File: src/rtl/fma_chk_fifo.sv
// fma_chk_fifo: synchronous show-ahead FIFO holding expected results.
// Ports:
//   clk, reset      clock, asynchronous active-high reset (clears all state)
//   push, wdata     write strobe and data (ignored when full)
//   pop, rdata      read strobe (ignored when empty); rdata is the current head
//   full, empty     occupancy flags
//   count           entries held (0..DEPTH)
// DEPTH must be a power of two >= 2 so the pointers wrap naturally.
module fma_chk_fifo #(
  parameter int WIDTH = 8,
  parameter int DEPTH = 8
) (
  input  logic                       clk,
  input  logic                       reset,
  input  logic                       push,
  input  logic [WIDTH-1:0]           wdata,
  input  logic                       pop,
  output logic [WIDTH-1:0]           rdata,
  output logic                       full,
  output logic                       empty,
  output logic [$clog2(DEPTH):0]     count
);

  localparam int AW = $clog2(DEPTH);
  localparam int CW = AW + 1;

  logic [WIDTH-1:0] mem_r [DEPTH];
  logic [AW-1:0]    wr_ptr_r;
  logic [AW-1:0]    rd_ptr_r;
  logic [CW-1:0]    count_r;
  logic             push_ok_s;
  logic             pop_ok_s;

  assign push_ok_s = push && !full;
  assign pop_ok_s  = pop && !empty;

  // Storage, pointers and occupancy counter.
  always_ff @(posedge clk or posedge reset) begin
    if (reset) begin
      for (int i = 0; i < DEPTH; i++) begin
        mem_r[i] <= {WIDTH{1'b0}};
      end
      wr_ptr_r <= {AW{1'b0}};
      rd_ptr_r <= {AW{1'b0}};
      count_r  <= {CW{1'b0}};
    end else begin
      if (push_ok_s) begin
        mem_r[wr_ptr_r] <= wdata;
        wr_ptr_r        <= wr_ptr_r + {{(AW-1){1'b0}}, 1'b1};
      end
      if (pop_ok_s) begin
        rd_ptr_r <= rd_ptr_r + {{(AW-1){1'b0}}, 1'b1};
      end
      case ({push_ok_s, pop_ok_s})
        2'b10:   count_r <= count_r + {{(CW-1){1'b0}}, 1'b1};
        2'b01:   count_r <= count_r - {{(CW-1){1'b0}}, 1'b1};
        default: count_r <= count_r;
      endcase
    end
  end

  assign rdata = mem_r[rd_ptr_r];
  assign full  = (count_r == CW'(DEPTH));
  assign empty = (count_r == {CW{1'b0}});
  assign count = count_r;

endmodule

File: config.mk
export PLATFORM = sky130hd
export DESIGN_NAME = fma_chk_fifo
export DESIGN_NICKNAME = d
export VERILOG_FILES = /design/src/rtl/fma_chk_fifo.sv
export SDC_FILE = /design/constraint.sdc
export NUM_CORES = 1
export LEC_CHECK = 0
export ABC_AREA = 1
export CAP_MARGIN = 10
export CORE_MARGIN = 2
export CORE_UTILIZATION = 45
export DETAILED_ROUTE_END_ITERATION = 12
export MAX_ROUTING_LAYER = met4
export PLACE_DENSITY = 0.63
export SLEW_MARGIN = 20
export SYNTH_ARGS = -nofsm -noshare
export SYNTH_HDL_FRONTEND = slang
export SYNTH_SLANG_ARGS = --single-unit
export TNS_END_PERCENT = 1
File: constraint.sdc
create_clock -name clk -period 2.6 [get_ports clk]
set_clock_uncertainty 0.1 [all_clocks]
set_input_delay 0.26 -clock clk [delete_from_list [all_inputs] [get_ports clk]]
set_output_delay 0.26 -clock clk [all_outputs]
set_load 0.02 [all_outputs]
==> results of run 1 <==
==> through the flow <==
stage	std cells	power (W)	util [%]	area, sq um	setup slack, ns
final	733	0.00639	50.9	4920	0.153
after global routing	733	0.00701	50.9	4920	0.0135
after CTS	730	0.00640	50.6	4900	0.0451
after detailed placement	712	0.00547	48.4	4690	0.282
after global placement	712	0.00543	48.4	4690	0.299
after floorplan	582	0.00457	-	4450	0.358
==> registers in the layout (all words and copies together) (netlist names) <==
signal / cells
count: 4
rd_ptr_r: 3
wr_ptr_r: 3
mem_r: 64
==> power by group through the flow <==
stage	clock, W	sequential [W]	combinational [W]
floorplan	0	0.00200	0.00257
global placement	0	0.00215	0.00328
detailed placement	0	0.00217	0.00330
CTS	0.000907	0.00213	0.00337
global route	0.000960	0.00218	0.00387
finish	0.000878	0.00212	0.00340
==> layout by cell type (no fill, tap or decap) <==
cell	count
nand2_1	251
dfrtp_1	72
nor2_1	65
nand4_1	64
inv_1	41
clkdlybuf4s50_1	23
buf_4	12
clkbuf_8	10
nand3_4	9
nor2_8	8
inv_2	6
nand2_4	5
ha_1	5
xnor2_1	4
nand3_1	4
o21ai_0	3
xor2_1	2
clkbuf_1	2
clkinv_2	2
buf_12	2
dfrtp_2	2
nor2_4	1
inv_8	1
or2_2	1
o21ai_1	1
fa_1	1
bufinv_16	1
buf_2	1
dlymetal6s2s_1	1
==> timing repair <==
action	CTS	global route
resized for setup	0	2
setup endpoints to repair	3	8
gates cloned	0	0
setup buffers	3	3
==> logic make-up after synthesis <==
group,count (synthesis)
compound gates,4
xor+xnor,6
fa+ha+maj,6
buf+inv,84
flops,74
simple gates,408
==> worst max-delay path, cell delays in order, from the launching register on <==
cell and delay (ns):
dfrtp_2 0.46, buf_4 0.24, nor2_1 0.07, nor2_1 0.12
nand2_1 0.07, nand2_1 0.06, nand2_1 0.05, nand2_1 0.08
clkdlybuf4s50_1 0.60
==> layer usage <==
metal / wire length (microns) / up-vias / track usage (%)
met5: 0 / - / -
met1: 4970 / 1745 / 32.3
li1: - / 1863 / -
met3: 514 / 22 / 4.44
met2: 5320 / 104 / 35.2
met4: 227 / 0 / 7.89
==> layout make-up <==
class | count | area [sq um] | share of cell area, %
Multi-Input combinational cell | 424 | 2150 | 43.7
Sequential cell | 74 | 1850 | 37.7
Timing Repair Buffer | 39 | 378 | 7.67
Inverter | 48 | 188 | 3.81
Tap cell | 133 | 166 | 3.38
Clock buffer | 12 | 145 | 2.95
Clock inverter | 3 | 40.0 | 0.813
==> final timing paths <==
check,startpoint,endpoint,slack (ns),depth (start not counted)
setup / recovery,rd_ptr_r[0],rdata[7],0.15,8
hold / removal,push,wr_ptr_r[2],0.13,3
setup reg to reg,count[0],count[3],0.31,11
hold reg to reg,mem_r[42],mem_r[42],0.37,2
max in group asynchronous,reset,mem_r[15],1.74,3
min in group asynchronous,reset,mem_r[52],0.23,3
==> results by group, run 1 <==
Outcome
  • Outcome: completed

Drt
  • Total number of vias: around 3,700
  • Starting DRT DRC Count: approximately 270
  • Post-route ant nets: 0
  • Wirelength per Cell: around 15 microns
  • Routed WL: 11,000 microns
  • DRT Pass-1 Iters: 5
  • Residual DRC count: 0
  • Avg Vias per Cell: between 5 and 6

Yosys
  • Syn_area_per_cell: approximately 7.6 sq um
  • Net count after synthesis: 600
  • EDFF count, synth: 0
  • Unique masters post-synth: 26
  • Synthesized cell area: ~4500 sq um
  • Simple-Gate Fraction of Synth Area: between 40% and 50%
  • Largest family of logic cells by synthesized area: simple AND/OR/NAND/NOR gates
  • Post-synthesis mux area share: 0%
  • Yosys warnings: 0
  • Flops & latches, synth: 74
  • Synth Area in Compound Gates: less than 1%
  • Async SR Flop Fraction: 100%
  • Count leader, synth: nand2_1
  • Synth Area in Adders: under 10%
  • Cell count after synthesis: 582
  • Sequential element share of the synthesized area: a little over two fifths
  • Synth cell count leaders: 251 x nand2_1, 74 x dfrtp_1, 65 x nor2_1
  • Ys flop type: dfrtp_1
  • Synth Area in XOR/XNOR: about 1.2%
  • Top-area cell type share of the netlist area: 41.6%
  • Post-synth top area cell: dfrtp_1
  • Ranking of synthesized cells by area: dfrtp_1 42%, nand2_1 21%, nand4_1 9.0%

Final layout
  • Share of layout cells above drive strength 1: between 10% and 20%
  • Fillers: approximately 1,000
  • Nets: 614
  • Area growth syn-to-layout: 10.7%
  • Antenna diodes: 0

Placement
  • DP Wirelength: about 7300 microns
  • RD Place Congestion: approximately 0.9
  • I/O Buffers: 25

Pwr
  • Switching fraction of total power: between 40% and 50%
  • Leakage dissipation: around 2.6 nW
  • Power density over the cells: about 1300 nW/um^2
  • Clock power frac: 13.7%
  • Psw: 0.00296 W
  • Worst vdd ir: 0.538 mV
  • Int Pwr: approximately 0.0034 W
  • Comb pwr share: between 50% and 60%
  • Sequential Power Share: between 30% and 40%

Job
  • Max-capacitance violation count: 0

Floorplanning
  • Total core area: 9680 sq um
  • # IOs: 26
  • Die Y: slightly above 100 microns
  • Die Span X: 103 microns
  • Die area: 10,700 sq um
  • Starting Density: 46.0%
  • Cell Rows: 36

Hold path
  • HP Class: in2reg

STA
  • Final min period: approximately 2.4 ns
  • Slew headroom: ~40%
  • Worst-Margin Slew: around 0.9 ns
  • Hold Slack: between 0.1 and 0.15 ns
  • Achievable frequency: about 410 MHz
  • Period utilization: a little over nine tenths
  • Setup TNS: 0 ns
  • Final setup violation count: 0
  • Final slew viol count: 0
  • RSZ-0062 raised after global routing: no
  • Final hold violations: 0

Clocking
  • Clock-pin slew on the worst setup and hold paths: approximately 0.070 ns
  • CTS max path bufs: 2
  • CTS tree: done
  • CTS Buf Count: 9
  • Clock Sinks: 74
  • Root Buffer: clkbuf_8
  • H-tree Lvls: 3
  • Worst skew pair latency: roughly 0.34 ns
  • CTS Hold Bufs: 0

GRT
  • First-pass GRT wire length: 18,500 microns
  • Vias in the first global route: 3,589
  • Largest net degree at the start of global routing: 75
  • GR Overflow Total: 0
  • Initial antenna violation count: 0
  • Gr usage total: a little under a quarter

Worst setup path
  • Setup crit end kind: primary output
  • CP startpoint kind: flip-flop
  • Worst Path Arrival: about 2.1 ns
  • Crit path required time: ~2.2 ns
  • CP Class: reg2out
  • Worst-path maximum fanout: 18
(Power assumes the default switching activity.)
==> run 2, diff against run 1 <==
- CAP_MARGIN: 10 -> default
- HOLD_SLACK_MARGIN: default -> 0.1
==> results of run 2 <==
Final layout, timing and power as in run 1 (identical DEF).
